===== src/rtl/cla64_addsub_pipe.sv =====
// Pipelined add/subtract unit: one carry-lookahead slice is resolved per stage, with a
// global stall. Defining OVERFLOW_FLAG_EN adds the out_ovf signed-overflow output.
module cla64_addsub_pipe #(
   parameter int WIDTH   = 64,
   parameter int SLICE_W = 16
) (
   input  logic             clk,
   input  logic             rst_n,
   input  logic             in_valid,
   output logic             in_ready,
   input  logic [WIDTH-1:0] in_a,
   input  logic [WIDTH-1:0] in_b,
   input  logic             in_sub,
   input  logic             in_cin,
   output logic             out_valid,
   input  logic             out_ready,
   output logic [WIDTH-1:0] out_sum,
   output logic             out_cout,
   output logic             out_zero
`ifdef OVERFLOW_FLAG_EN
   ,
   output logic             out_ovf
`endif
);

   localparam int STAGES = WIDTH / SLICE_W;
   localparam int LAST   = STAGES - 1;

   // Lookahead over one slice. Each carry is formed as the flat sum of generate terms.
   // Returns {carry_out, sum}.
   function automatic logic [SLICE_W:0] cla_slice(input logic [SLICE_W-1:0] a,
                                                  input logic [SLICE_W-1:0] b,
                                                  input logic               c0);
      logic [SLICE_W-1:0] g;
      logic [SLICE_W-1:0] p;
      logic [SLICE_W:0]   c;
      logic               acc_g;
      logic               acc_p;
      g    = a & b;
      p    = a ^ b;
      c    = {(SLICE_W+1){1'b0}};
      c[0] = c0;
      for (int i = 1; i <= SLICE_W; i++) begin
         acc_g = 1'b0;
         acc_p = 1'b1;
         for (int j = i - 1; j >= 0; j--) begin
            acc_g = acc_g | (acc_p & g[j]);
            acc_p = acc_p & p[j];
         end
         c[i] = acc_g | (acc_p & c0);
      end
      return {c[SLICE_W], p ^ c[SLICE_W-1:0]};
   endfunction

   logic [STAGES-1:0] valid_r;
   logic [STAGES-1:0] carry_r;
   logic [STAGES-1:0] carry_nx_s;
   logic [STAGES-1:0] c_src_s;
   logic [WIDTH-1:0]  a_r       [STAGES-1];
   logic [WIDTH-1:0]  b_r       [STAGES-1];
   logic [WIDTH-1:0]  sum_r     [STAGES];
   logic [WIDTH-1:0]  a_src_s   [STAGES];
   logic [WIDTH-1:0]  b_src_s   [STAGES];
   logic [WIDTH-1:0]  sum_src_s [STAGES];
   logic [WIDTH-1:0]  sum_nx_s  [STAGES];
   logic [SLICE_W:0]  slice_s   [STAGES];
   logic              zero_r;
   logic              adv_s;
`ifdef OVERFLOW_FLAG_EN
   logic              ovf_r;
`endif

   assign adv_s     = !valid_r[LAST] || out_ready;
   assign in_ready  = adv_s;
   assign out_valid = valid_r[LAST];
   assign out_sum   = sum_r[LAST];
   assign out_cout  = carry_r[LAST];
   assign out_zero  = zero_r;
`ifdef OVERFLOW_FLAG_EN
   assign out_ovf   = ovf_r;
`endif

   // Stage operand sources. Operands are zeroed for bubbles so unknown input data never enters the pipe.
   always_comb begin
      for (int k = 0; k < STAGES; k++) begin
         a_src_s[k]   = {WIDTH{1'b0}};
         b_src_s[k]   = {WIDTH{1'b0}};
         sum_src_s[k] = {WIDTH{1'b0}};
         c_src_s[k]   = 1'b0;
      end
      if (in_valid) begin
         a_src_s[0] = in_a;
         b_src_s[0] = in_sub ? ~in_b : in_b;
         c_src_s[0] = in_sub ^ in_cin;
      end else begin
         a_src_s[0] = {WIDTH{1'b0}};
         b_src_s[0] = {WIDTH{1'b0}};
         c_src_s[0] = 1'b0;
      end
      for (int k = 1; k < STAGES; k++) begin
         a_src_s[k]   = a_r[k-1];
         b_src_s[k]   = b_r[k-1];
         sum_src_s[k] = sum_r[k-1];
         c_src_s[k]   = carry_r[k-1];
      end
   end

   // Per-stage slice resolution: stage k fills in its own slice of the travelling sum.
   always_comb begin
      for (int k = 0; k < STAGES; k++) begin
         slice_s[k]  = cla_slice(a_src_s[k][k*SLICE_W +: SLICE_W],
                                 b_src_s[k][k*SLICE_W +: SLICE_W], c_src_s[k]);
         sum_nx_s[k] = sum_src_s[k];
         sum_nx_s[k][k*SLICE_W +: SLICE_W] = slice_s[k][SLICE_W-1:0];
         carry_nx_s[k] = slice_s[k][SLICE_W];
      end
   end

   // Pipeline registers: every stage advances together or every stage holds.
   always_ff @(posedge clk or negedge rst_n) begin
      if (!rst_n) begin
         valid_r <= {STAGES{1'b0}};
         carry_r <= {STAGES{1'b0}};
         for (int k = 0; k < STAGES; k++) begin
            sum_r[k] <= {WIDTH{1'b0}};
         end
         for (int k = 0; k < LAST; k++) begin
            a_r[k] <= {WIDTH{1'b0}};
            b_r[k] <= {WIDTH{1'b0}};
         end
         zero_r <= 1'b1;
`ifdef OVERFLOW_FLAG_EN
         ovf_r  <= 1'b0;
`endif
      end else if (adv_s) begin
         valid_r <= {valid_r[STAGES-2:0], in_valid};
         carry_r <= carry_nx_s;
         for (int k = 0; k < STAGES; k++) begin
            sum_r[k] <= sum_nx_s[k];
         end
         for (int k = 0; k < LAST; k++) begin
            a_r[k] <= a_src_s[k];
            b_r[k] <= b_src_s[k];
         end
         zero_r <= ~|sum_nx_s[LAST];
`ifdef OVERFLOW_FLAG_EN
         // The subtrahend is already inverted here, so one rule covers add and subtract.
         ovf_r  <= (a_src_s[LAST][WIDTH-1] == b_src_s[LAST][WIDTH-1]) &&
                   (sum_nx_s[LAST][WIDTH-1] != a_src_s[LAST][WIDTH-1]);
`endif
      end
   end

endmodule


===== config.mk =====
export PLATFORM = sky130hd
export DESIGN_NAME = cla64_addsub_pipe
export DESIGN_NICKNAME = d
export VERILOG_FILES = /design/src/rtl/cla64_addsub_pipe.sv
export SDC_FILE = /design/constraint.sdc
export NUM_CORES = 1
export LEC_CHECK = 0
export BUFFER_PORTS_ARGS = -buffer_cell sky130_fd_sc_hd__buf_2
export CAP_MARGIN = 20
export CORE_MARGIN = 2
export CORE_UTILIZATION = 30
export CTS_CLUSTER_DIAMETER = 200
export DETAILED_ROUTE_END_ITERATION = 6
export GPL_TIMING_DRIVEN = 1
export PLACE_DENSITY_LB_ADDON = 0.15
export SYNTH_ARGS = -nofsm -noshare
export SYNTH_HDL_FRONTEND = slang
export SYNTH_SLANG_ARGS = --single-unit

===== constraint.sdc =====
create_clock -name clk -period 2.85 [get_ports clk]
set_clock_uncertainty 0.1 [all_clocks]
set_input_delay 0.7125 -clock clk [delete_from_list [all_inputs] [get_ports clk]]
set_output_delay 0.7125 -clock clk [all_outputs]
set_load 0.05 [all_outputs]

==> results of run 1 <==
==> worst paths after layout <==
check	start	slack [ps]	to
max	carry_r[2]$_DFFE_PN0P_	50	out_zero$_DFFE_PN1P_
min	in_a[29]	280	a_r[157]$_DFFE_PN0P_
max reg2reg	carry_r[2]$_DFFE_PN0P_	50	out_zero$_DFFE_PN1P_
min reg2reg	out_sum[18]$_DFFE_PN0P_	360	out_sum[18]$_DFFE_PN0P_
max in group asynchronous	rst_n	1290	sum_nx_s[46]$_DFFE_PN0P_
min in group asynchronous	rst_n	550	sum_nx_s[130]$_DFFE_PN0P_
==> state kept, by name, summed over array words and instances (netlist names) <==
signal	flops
out_zero	1
valid_r	4
a_r	96
b_r	96
out_sum	64
carry_r	4
sum_nx_s	96
==> cell type report <==
| cell class | count | area [µm²] | area share [%] |
|---|---|---|---|
| clock buffers | 71 | 1310 | 6.32 |
| flip-flops and latches | 361 | 9030 | 43.7 |
| inverters | 23 | 93.8 | 0.454 |
| clock inverters | 8 | 82.6 | 0.400 |
| repair buffers | 288 | 1820 | 8.79 |
| multi-input cells | 1390 | 7390 | 35.8 |
| well taps | 748 | 936 | 4.53 |
==> stage by stage <==
stage / util [%] / area [µm²]
after CTS: 37.4 / 20600
after global placement: 34.8 / 19200
after global routing: 37.5 / 20700
final: 37.5 / 20700
after floorplan: - / 16800
after detailed placement: 34.8 / 19200
==> cells by family after synthesis <==
logic type	synth area share (%)
AOI/OAI and AO/OA	8.27
xor gates and xnor gates	5.34
adders and majority gates	5.34
buffers and inverters	2.75
DFF	54.0
muxes	0.127
and+or+nand+nor	24.1
==> metal layers <==
layer	up-vias	wire [µm]
met5	-	0
met4	0	954
met2	187	19500
met3	67	1420
li1	6566	-
met1	6171	21500
==> what timing repair did <==
action,in CTS,in global routing
buffers inserted,1,2
hold endpoints to repair,40,0
resized for setup,7,11
hold buffers,1,0
pin swaps,3,5
setup endpoints to repair,1,7
cloned,0,0
==> tightest hold or removal path, cell delays in order <==
cell	delay (ps)
buf_2	70
nand3_1	60
nand2_1	60
==> placed cells by master, fill, tap and decap left out, types with 4 or more instances in the layout <==
master	Yosys	routed
nand2_1	777	776
dfrtp_1	360	360
buf_2	0	199
o21ai_0	86	83
buf_4	0	75
xnor2_1	68	68
ha_1	65	61
nor2_1	59	59
nand3_1	56	56
a21oi_1	52	50
clkbuf_16	0	46
xor2_1	34	34
and2_1	35	34
inv_1	22	22
clkbuf_1	81	19
nor3_1	18	18
a21o_1	16	16
o31ai_1	15	14
buf_12	0	11
o21a_1	10	10
nor4_1	11	9
a211oi_1	7	7
and3_1	7	7
o21bai_1	7	7
or3_1	8	7
nand4_1	6	6
clkbuf_8	0	6
nand2b_1	5	5
clkinv_2	0	4
==> report_power, final <==
part           switching (µW)  leakage, µW  internal (µW)  total (µW)
sequential               1220      0.00457           7050        8260
combinational            5430      0.00535           2740        8170
clock                    2150     0.000673           3220        5370
total                    8800       0.0106          13000       21800
==> flow_summary.toml, run 1 <==
[run_status]
status = "complete, no violations"

[timing]
slew_headroom_pct = 34.9
setup_violations = 0
hold_viol_final = 0
finalCriticalPeriod_ps = 2800
max_freq_mhz = 357
setup_ws_ps = 48.3
tightest_slew_ps = 976
hold_ws_ps = 277
slew_viol_final = 0
setup_tns_ps = 0
fin_crit_sh_pct = 98.3
grt_setup_unrepaired = "true"

[synthesis]
syn-cell-area_mm2 = 0.0167
ys_ff_latch = 361
synth_cell_types = 57
syn_avg_cell_area_um2 = 8.94
synth_async_sr_flop_share_pct = 100
yosys_most_used_dff = "dfrtp_1"
synth_commonest_cells = "nand2_1, dfrtp_1, o21ai_0"
synth_fp_nets = 2073
synth_largest_area_cell = "dfrtp_1"
yosysMostFrequentCell = "nand2_1"
synth_edf_count = 0
synth_top_cell_area_share_pct = 53.9
ys_seq_area_share_pct = 54.0
synthCells = 1870
ys_top_cells_by_area = "dfrtp_1, nand2_1, ha_1"
yosys_warnings = 0

[detailed_routing]
finalWirelength_um = 43300
postRouteAntennaNets = 0
drc = 0
viasPerCell = 4.50
dr.pass1.iters = 5
vias = 13000
dr.first_iter.drc_count = 762
wl_per_cell_um = 15.0

[placed_design]
gp_congestion = 0.776
numPortBuffers = 201
pre_cts_ws_ps = -457
dp.cells = 2806
post-dp-hpwl_um = 30100

[worst_setup_path]
required_ps = 3250
crit_path_end_kind = "flop"
critPathSlowestCell = "or4_4"
critPathLaunchType = "flop"
path_max_fanout = 2
r2r_cells = 8
worstPathArrival_ps = 3200
crit_type = "flop to flop"
critPathMaxStageDelay_ps = 580
cp.buffers_inverters = 0
cp_top_family = "simple AND/OR/NAND/NOR gates"
crit_chain = "fa_2 > nor4_4 > nand4_1 > or4_4 > a2111oi_4 > nand4_1 > a2111oi_2 > a32o_2"
cp_num_cells = 8
crit_path_frequent_cell = "nand4_1"

[cells_and_area]
final_nets = 2311
syn2layout_area_growth_pct = 23.6
n_antenna_cell = 0
layout-drive-gt1-share_pct = 18.0
layout.cells.non_filler = 2889
final.fill_count = 5740

[cts]
cts_max_level = 2
cts_tree = "yes"
clock_latency_ps = 560
path_clk_slew_ps = 50
cts_max_path_buffers = 3
clock_sinks = 361
cts_root_buffer = "clkbuf_16"
cts_made_buffers = 44

[min_path]
min_path_type = "input port to flop"
min_path_cells = 3

[global_route]
grt_pass1_wl_um = 71300
use_met2_pct = 24.1
top_usage_layer = "met2"
grt_pass1_vias = 13300
met3_usage_pct = 2.28
grtUsageMet1_pct = 22.4
track_usage_pct = 15.5
grt_max_degree = 129
grt-ovfl-total = 0
antenna_found_initial = 0

[die]
die_area_mm2 = 0.0576
start_util_pct = 30.3
die_y_um = 240
coreArea_mm2 = 0.0551
pin_count = 202
rows = 86
die_w_um = 240

[job]
drv_cap = 0

[power]
leakage_uw = 0.0106
peakVddDrop_v = 0.000473
p_per_area_mw_per_mm2 = 1060
finalPower_uw = 21800
Note: power is estimated with default switching activity, not from simulation.
==> inputs of run 2 (changes only) <==
--- a/config.mk
+++ b/config.mk
@@ -8,11 +8,11 @@
 export BUFFER_PORTS_ARGS = -buffer_cell sky130_fd_sc_hd__buf_2
 export CAP_MARGIN = 20
 export CORE_MARGIN = 2
-export CORE_UTILIZATION = 30
+export CORE_UTILIZATION = 50
 export CTS_CLUSTER_DIAMETER = 200
 export DETAILED_ROUTE_END_ITERATION = 6
 export GPL_TIMING_DRIVEN = 1
-export PLACE_DENSITY_LB_ADDON = 0.15
+export PLACE_DENSITY = 0.69
 export SYNTH_ARGS = -nofsm -noshare
 export SYNTH_HDL_FRONTEND = slang
 export SYNTH_SLANG_ARGS = --single-unit
==> constraint.sdc (replaced) <==
create_clock -name clk -period 2.5 [get_ports clk]
set_clock_uncertainty 0.1 [all_clocks]
set_input_delay 0.625 -clock clk [delete_from_list [all_inputs] [get_ports clk]]
set_output_delay 0.625 -clock clk [all_outputs]
set_load 0.05 [all_outputs]
==> run 2 against run 1 <==
Against the previous run: the run now ends with negative setup slack left; hold slack got worse by 42 ps; via count increased by 2.6%; worst setup slack got worse by 260 ps; fmax increased by 3.2%; largest cell class unchanged.
==> flow_summary.toml, run 2 (synthesis gave the netlist of run 1 again) <==
[global_route]
grt-ovfl-total = 0
grt_pass1_vias = 13100
grt_max_degree = 225
grt_pass1_wl_um = 65400
track_usage_pct = 22.5
antenna_found_initial = 2

[cells_and_area]
layout.cells.non_filler = 2642
ff_latch_area_mm2 = 0.00904
multi_input_area_mm2 = 0.00774
syn2layout_area_growth_pct = 25.4
final.fill_count = 2794
final_nets = 2375
layout-drive-gt1-share_pct = 22.6
layout_common_cells = "nand2_1, dfrtp_1, buf_2"
final_common_cell = "nand2_1"

[detailed_routing]
postRouteAntennaNets = 0
finalWirelength_um = 39400
drc = 0
dr.pass1.iters = 5
wl_per_cell_um = 14.9
dr.first_iter.drc_count = 854
viasPerCell = 5.05
vias = 13300

[timing]
setup_ws_ps = -216
setup_tns_ps = -264
tightest_slew_ps = 941
grt_setup_unrepaired = "true"
setup_violations = 3
hold_viol_final = 0
finalCriticalPeriod_ps = 2720
hold_ws_ps = 236
slew_viol_final = 0
fin_crit_sh_pct = 109
slew_headroom_pct = 37.3
max_freq_mhz = 368

[worst_setup_path]
critPathLaunchType = "flop"
crit_path_end_kind = "flop"
required_ps = 2860
crit_type = "flop to flop"
path_max_fanout = 4
worstPathArrival_ps = 3070

[power]
leakage_uw = 0.0109
peakVddDrop_v = 0.000719
p_per_area_mw_per_mm2 = 1190
finalPower_uw = 25000

[cts]
path_clk_slew_ps = 60
cts_max_path_buffers = 3
clock_sinks = 361
cts_made_buffers = 39
clock_latency_ps = 520
cts_tree = "yes"
cts_root_buffer = "clkbuf_16"
cts_max_level = 2

[min_path]
min_path_type = "input port to flop"

[die]
die_area_mm2 = 0.0349
pin_count = 202
coreArea_mm2 = 0.0327
die_y_um = 187
rows = 66
start_util_pct = 51.1
die_w_um = 187

[placed_design]
dp.cells = 2555
gp_congestion = 0.833
numPortBuffers = 201
pre_cts_ws_ps = -711
post-dp-hpwl_um = 26800

[job]
drv_cap = 0

[run_status]
status = "finished with violations"
violations = "negative setup slack"
==> run 2: power by group <==
part           switching, µW  internal (µW)
logic                   6410           3810
registers               1370           8030
clock network           2230           3170
==> run 2: worst max-delay path, stage by stage, from the launching register on <==
cell,delay (ps)
dfrtp_2,440
ha_4,280
a21o_1,160
a22oi_2,110
buf_4,160
a211oi_4,280
o31ai_4,120
or3_1,310
a21o_1,200
a2111oi_2,290
a32o_2,210
==> run 2: final timing paths <==
check | slack, ps | cells after the start | start | endpoint
setup / recovery | -220 | 10 | a_r[48]$_DFFE_PN0P_ | out_zero$_DFFE_PN1P_
hold / removal | 240 | 3 | in_a[46] | a_r[174]$_DFFE_PN0P_
setup reg to reg | -220 | 10 | a_r[48]$_DFFE_PN0P_ | out_zero$_DFFE_PN1P_
hold reg to reg | 350 | 1 | valid_r[2]$_DFFE_PN0P_ | valid_r[3]$_DFFE_PN0P_
max in group asynchronous | 1010 | 3 | rst_n | a_r[170]$_DFFE_PN0P_
min in group asynchronous | 520 | 2 | rst_n | a_r[156]$_DFFE_PN0P_
==> run 2: area by class of cell <==
class | count | area share, %
sequential | 361 | 43.1
antenna | 2 | 0.0239
multi-input combinational | 1390 | 36.9
timing repair buffer | 357 | 11.2
tap | 442 | 2.64
clock buffer | 62 | 5.54
inverter | 23 | 0.448
clock inverter | 5 | 0.149
==> run 2: layer usage <==
metal	up-vias	GRT usage (%)	part of all wire, %
li1	6676	-	-
met1	6340	32.9	47
met2	271	36.0	47
met3	46	3.21	4.4
met4	0	5.19	1.6
met5	-	0	0
==> run 2: stage by stage <==
step / area, µm² / util, %
floorplan: 16900 / -
CTS: 20600 / 62.9
finish: 21000 / 64.1
global route: 21000 / 64.1
global placement: 19200 / 58.8
detailed placement: 19200 / 58.8
==> run 2: what timing repair did <==
action	in CTS	in global routing
hold buffers	1	0
resized for setup	28	51
cloned	0	1
endpoints found under the setup margin	18	29
hold endpoints to repair	42	0
setup buffers	5	11
pin swaps	33	30
==> inputs of run 3 (changes only) <==
==> config.mk (replaced) <==
export PLATFORM = sky130hd
export DESIGN_NAME = cla64_addsub_pipe
export DESIGN_NICKNAME = d
export VERILOG_FILES = /design/src/rtl/cla64_addsub_pipe.sv
export SDC_FILE = /design/constraint.sdc
export NUM_CORES = 1
export LEC_CHECK = 0
export ABC_AREA = 1
export ABC_CLOCK_PERIOD_IN_PS = 2500
export CAP_MARGIN = 20
export CORE_MARGIN = 2
export CORE_UTILIZATION = 50
export CTS_CLUSTER_DIAMETER = 200
export DETAILED_ROUTE_END_ITERATION = 6
export DONT_BUFFER_PORTS = 1
export GPL_TIMING_DRIVEN = 1
export PLACE_DENSITY = 0.64
export SYNTH_ARGS = -nofsm -noshare
export SYNTH_HDL_FRONTEND = slang
export SYNTH_SLANG_ARGS = --single-unit
==> run 3 against run 2 <==
Against the previous run: the run ends with negative hold slack left; combinational power decreased by 34%; sequential power is 18% higher; register-to-register slack improved by 420 ps; synthesized cell count up 18%; cell area down 6.1%; via count is 2.2% higher; core utilization shrank 8.5 points; largest power group is now sequential cells.
==> flow_summary.toml, run 3 <==
[timing]
setup_violations = 0
tightest_slew_ps = 795
fin_crit_sh_pct = 92.2
setup_tns_ps = 0
max_freq_mhz = 434
slew_viol_final = 0
slew_headroom_pct = 47.0
hold_viol_final = 360
grt_setup_unrepaired = "false"
hold_ws_ps = -322
finalCriticalPeriod_ps = 2310

[synthesis]
synth_fp_nets = 2417
synth_commonest_cells = "nand2_1, dfrtp_1, o21ai_0"
ys_top_cells_by_area = "dfrtp_1, nand2_1, o21ai_0"
yosys_warnings = 0
syn_avg_cell_area_um2 = 8.07
synth_cell_types = 44
yosys_most_used_dff = "dfrtp_1"
yosysMostFrequentCell = "nand2_1"
synth_edf_count = 0
syn-cell-area_mm2 = 0.0179
synthCells = 2214
synth_top_cell_area_share_pct = 50.4
synth_async_sr_flop_share_pct = 100
ys_seq_area_share_pct = 50.6
synth_largest_area_cell = "dfrtp_1"
ys_ff_latch = 361

[cells_and_area]
final_nets = 2391
layout-drive-gt1-share_pct = 6.15
syn2layout_area_growth_pct = 10.2
final_common_cell = "nand2_1"
fin_util_pct = 55.7
layout_common_cells = "nand2_1, dfrtp_1, o21ai_0"
layout.cells.non_filler = 2675

[detailed_routing]
routed.top_layer = "met4"
wl_met2_um = 18400
postRouteAntennaNets = 0
wl_per_cell_um = 15.6
vias = 13600
wl_met1_um = 19700
viasPerCell = 5.09
met3_length_um = 2130
finalWirelength_um = 41600
dr.pass1.iters = 5
drc = 0
dr.first_iter.drc_count = 795

[power]
p_per_area_mw_per_mm2 = 1220
peakVddDrop_v = 0.000899
leakage_uw = 0.0101

[global_route]
track_usage_pct = 22.7
grt_pass1_vias = 13100
grt-ovfl-total = 0
grt_max_degree = 362
antenna_found_initial = 1
grt_pass1_wl_um = 67200

[placed_design]
numPortBuffers = 0
post-dp-hpwl_um = 28600
gp_congestion = 0.880
dp.cells = 2606

[die]
coreArea_mm2 = 0.0354
start_util_pct = 50.5
die_area_mm2 = 0.0373
die_y_um = 193
die_w_um = 193
pin_count = 202
rows = 69

[worst_setup_path]
required_ps = 1770
path_max_fanout = 63
reg2reg_slack_ps = 200
crit_type = "flop to output port"
critPathLaunchType = "flop"
crit_path_end_kind = "output port"
worstPathArrival_ps = 1580

[job]
drv_cap = 0

[run_status]
violations = "negative hold slack"
status = "finished with violations"

[cts]
cts_setup_buffers = 0
clock_sinks = 361
cts_root_buffer = "clkbuf_16"
path_clk_slew_ps = 60
cts_max_path_buffers = 3
cts_made_buffers = 41
cts_max_level = 2
cts_tree = "yes"
clock_latency_ps = 550

[min_path]
min_path_type = "input port to asynchronous set/reset pin"
run 3: changes by cell type in the layout (fill, tap and decap cells not counted), moves of 12 or more:
cell     before  now
a21o_1       16    2
a31oi_1       0   17
and2_1       31    0
buf_2       198    0
buf_4       142   24
ha_1         50   65
inv_1        22  178
nand2_1     776  833
nand3_1      54   87
nor2_1       57  125
o21ai_0      77  215
o31ai_1      13    1
xor2_1       34   14
run 3: metrics by stage:
| stage | area, µm² | setup slack, ps | power [µW] |
|---|---|---|---|
| final | 19700 | 194 | 23900 |
| after global routing | 19700 | 28.7 | 25700 |
| after CTS | 19700 | 146 | 24200 |
| after detailed placement | 18300 | -24.4 | 18000 |
| after global placement | 18300 | 30.5 | 17800 |
| after floorplan | 18000 | -91.0 | 16100 |
run 3: logic make-up after synthesis:
family                   after synthesis  share of synthesized area (%)
buffers and inverters                280                           6.21
AO/OA/AOI/OAI                        321                           9.56
adder cells (fa/ha/maj)               69                           5.00
XOR/XNOR                              79                           3.87
AND/OR/NAND/NOR                     1104                           24.8
flip-flops                           361                           50.6
run 3: per-layer routing:
| metal | GRT usage, % | vias up |
|---|---|---|
| met4 | 8.04 | 0 |
| met1 | 32.0 | 6305 |
| li1 | - | 6971 |
| met3 | 4.43 | 74 |
| met5 | 0 | - |
| met2 | 34.9 | 272 |
run 3: final cells by class:
type	instances	area, µm²
fill	3368	15700
sequential	361	9030
multi-input combinational	1573	7780
clock buffer	54	1150
inverter	184	698
tap	461	577
timing repair buffer	27	240
clock inverter	14	210
antenna	1	2.50
run 3: report_power, final:
| part | switching, µW | internal (µW) |
|---|---|---|
| Clock | 2380 | 3750 |
| Combinational | 4350 | 2360 |
| Sequential | 3130 | 7980 |
run 3: worst max-delay path, stage by stage (launching register included):
cell and delay [ps]:
dfrtp_1 420, inv_1 100, nor2_4 250, inv_8 220
run 3: final timing paths:
| check | start | end | cells past startpoint |
|---|---|---|---|
| worst max-delay path | valid_r[3]$_DFFE_PN0P_ | in_ready | 3 |
| worst min-delay path | rst_n | out_sum[14]$_DFFE_PN0P_ | 0 |
| worst max register to register | a_r[49]$_DFFE_PN0P_ | out_zero$_DFFE_PN1P_ | 10 |
| worst min register to register | b_r[170]$_DFFE_PN0P_ | b_r[106]$_DFFE_PN0P_ | 2 |
| max in group asynchronous | rst_n | out_sum[31]$_DFFE_PN0P_ | 0 |
| min in group clk | in_a[40] | a_r[168]$_DFFE_PN0P_ | 2 |
run 3: timing repair:
item	in CTS	in global routing
gates resized for setup	0	1
endpoints found under the setup margin	0	1
hold endpoints to repair	361	360
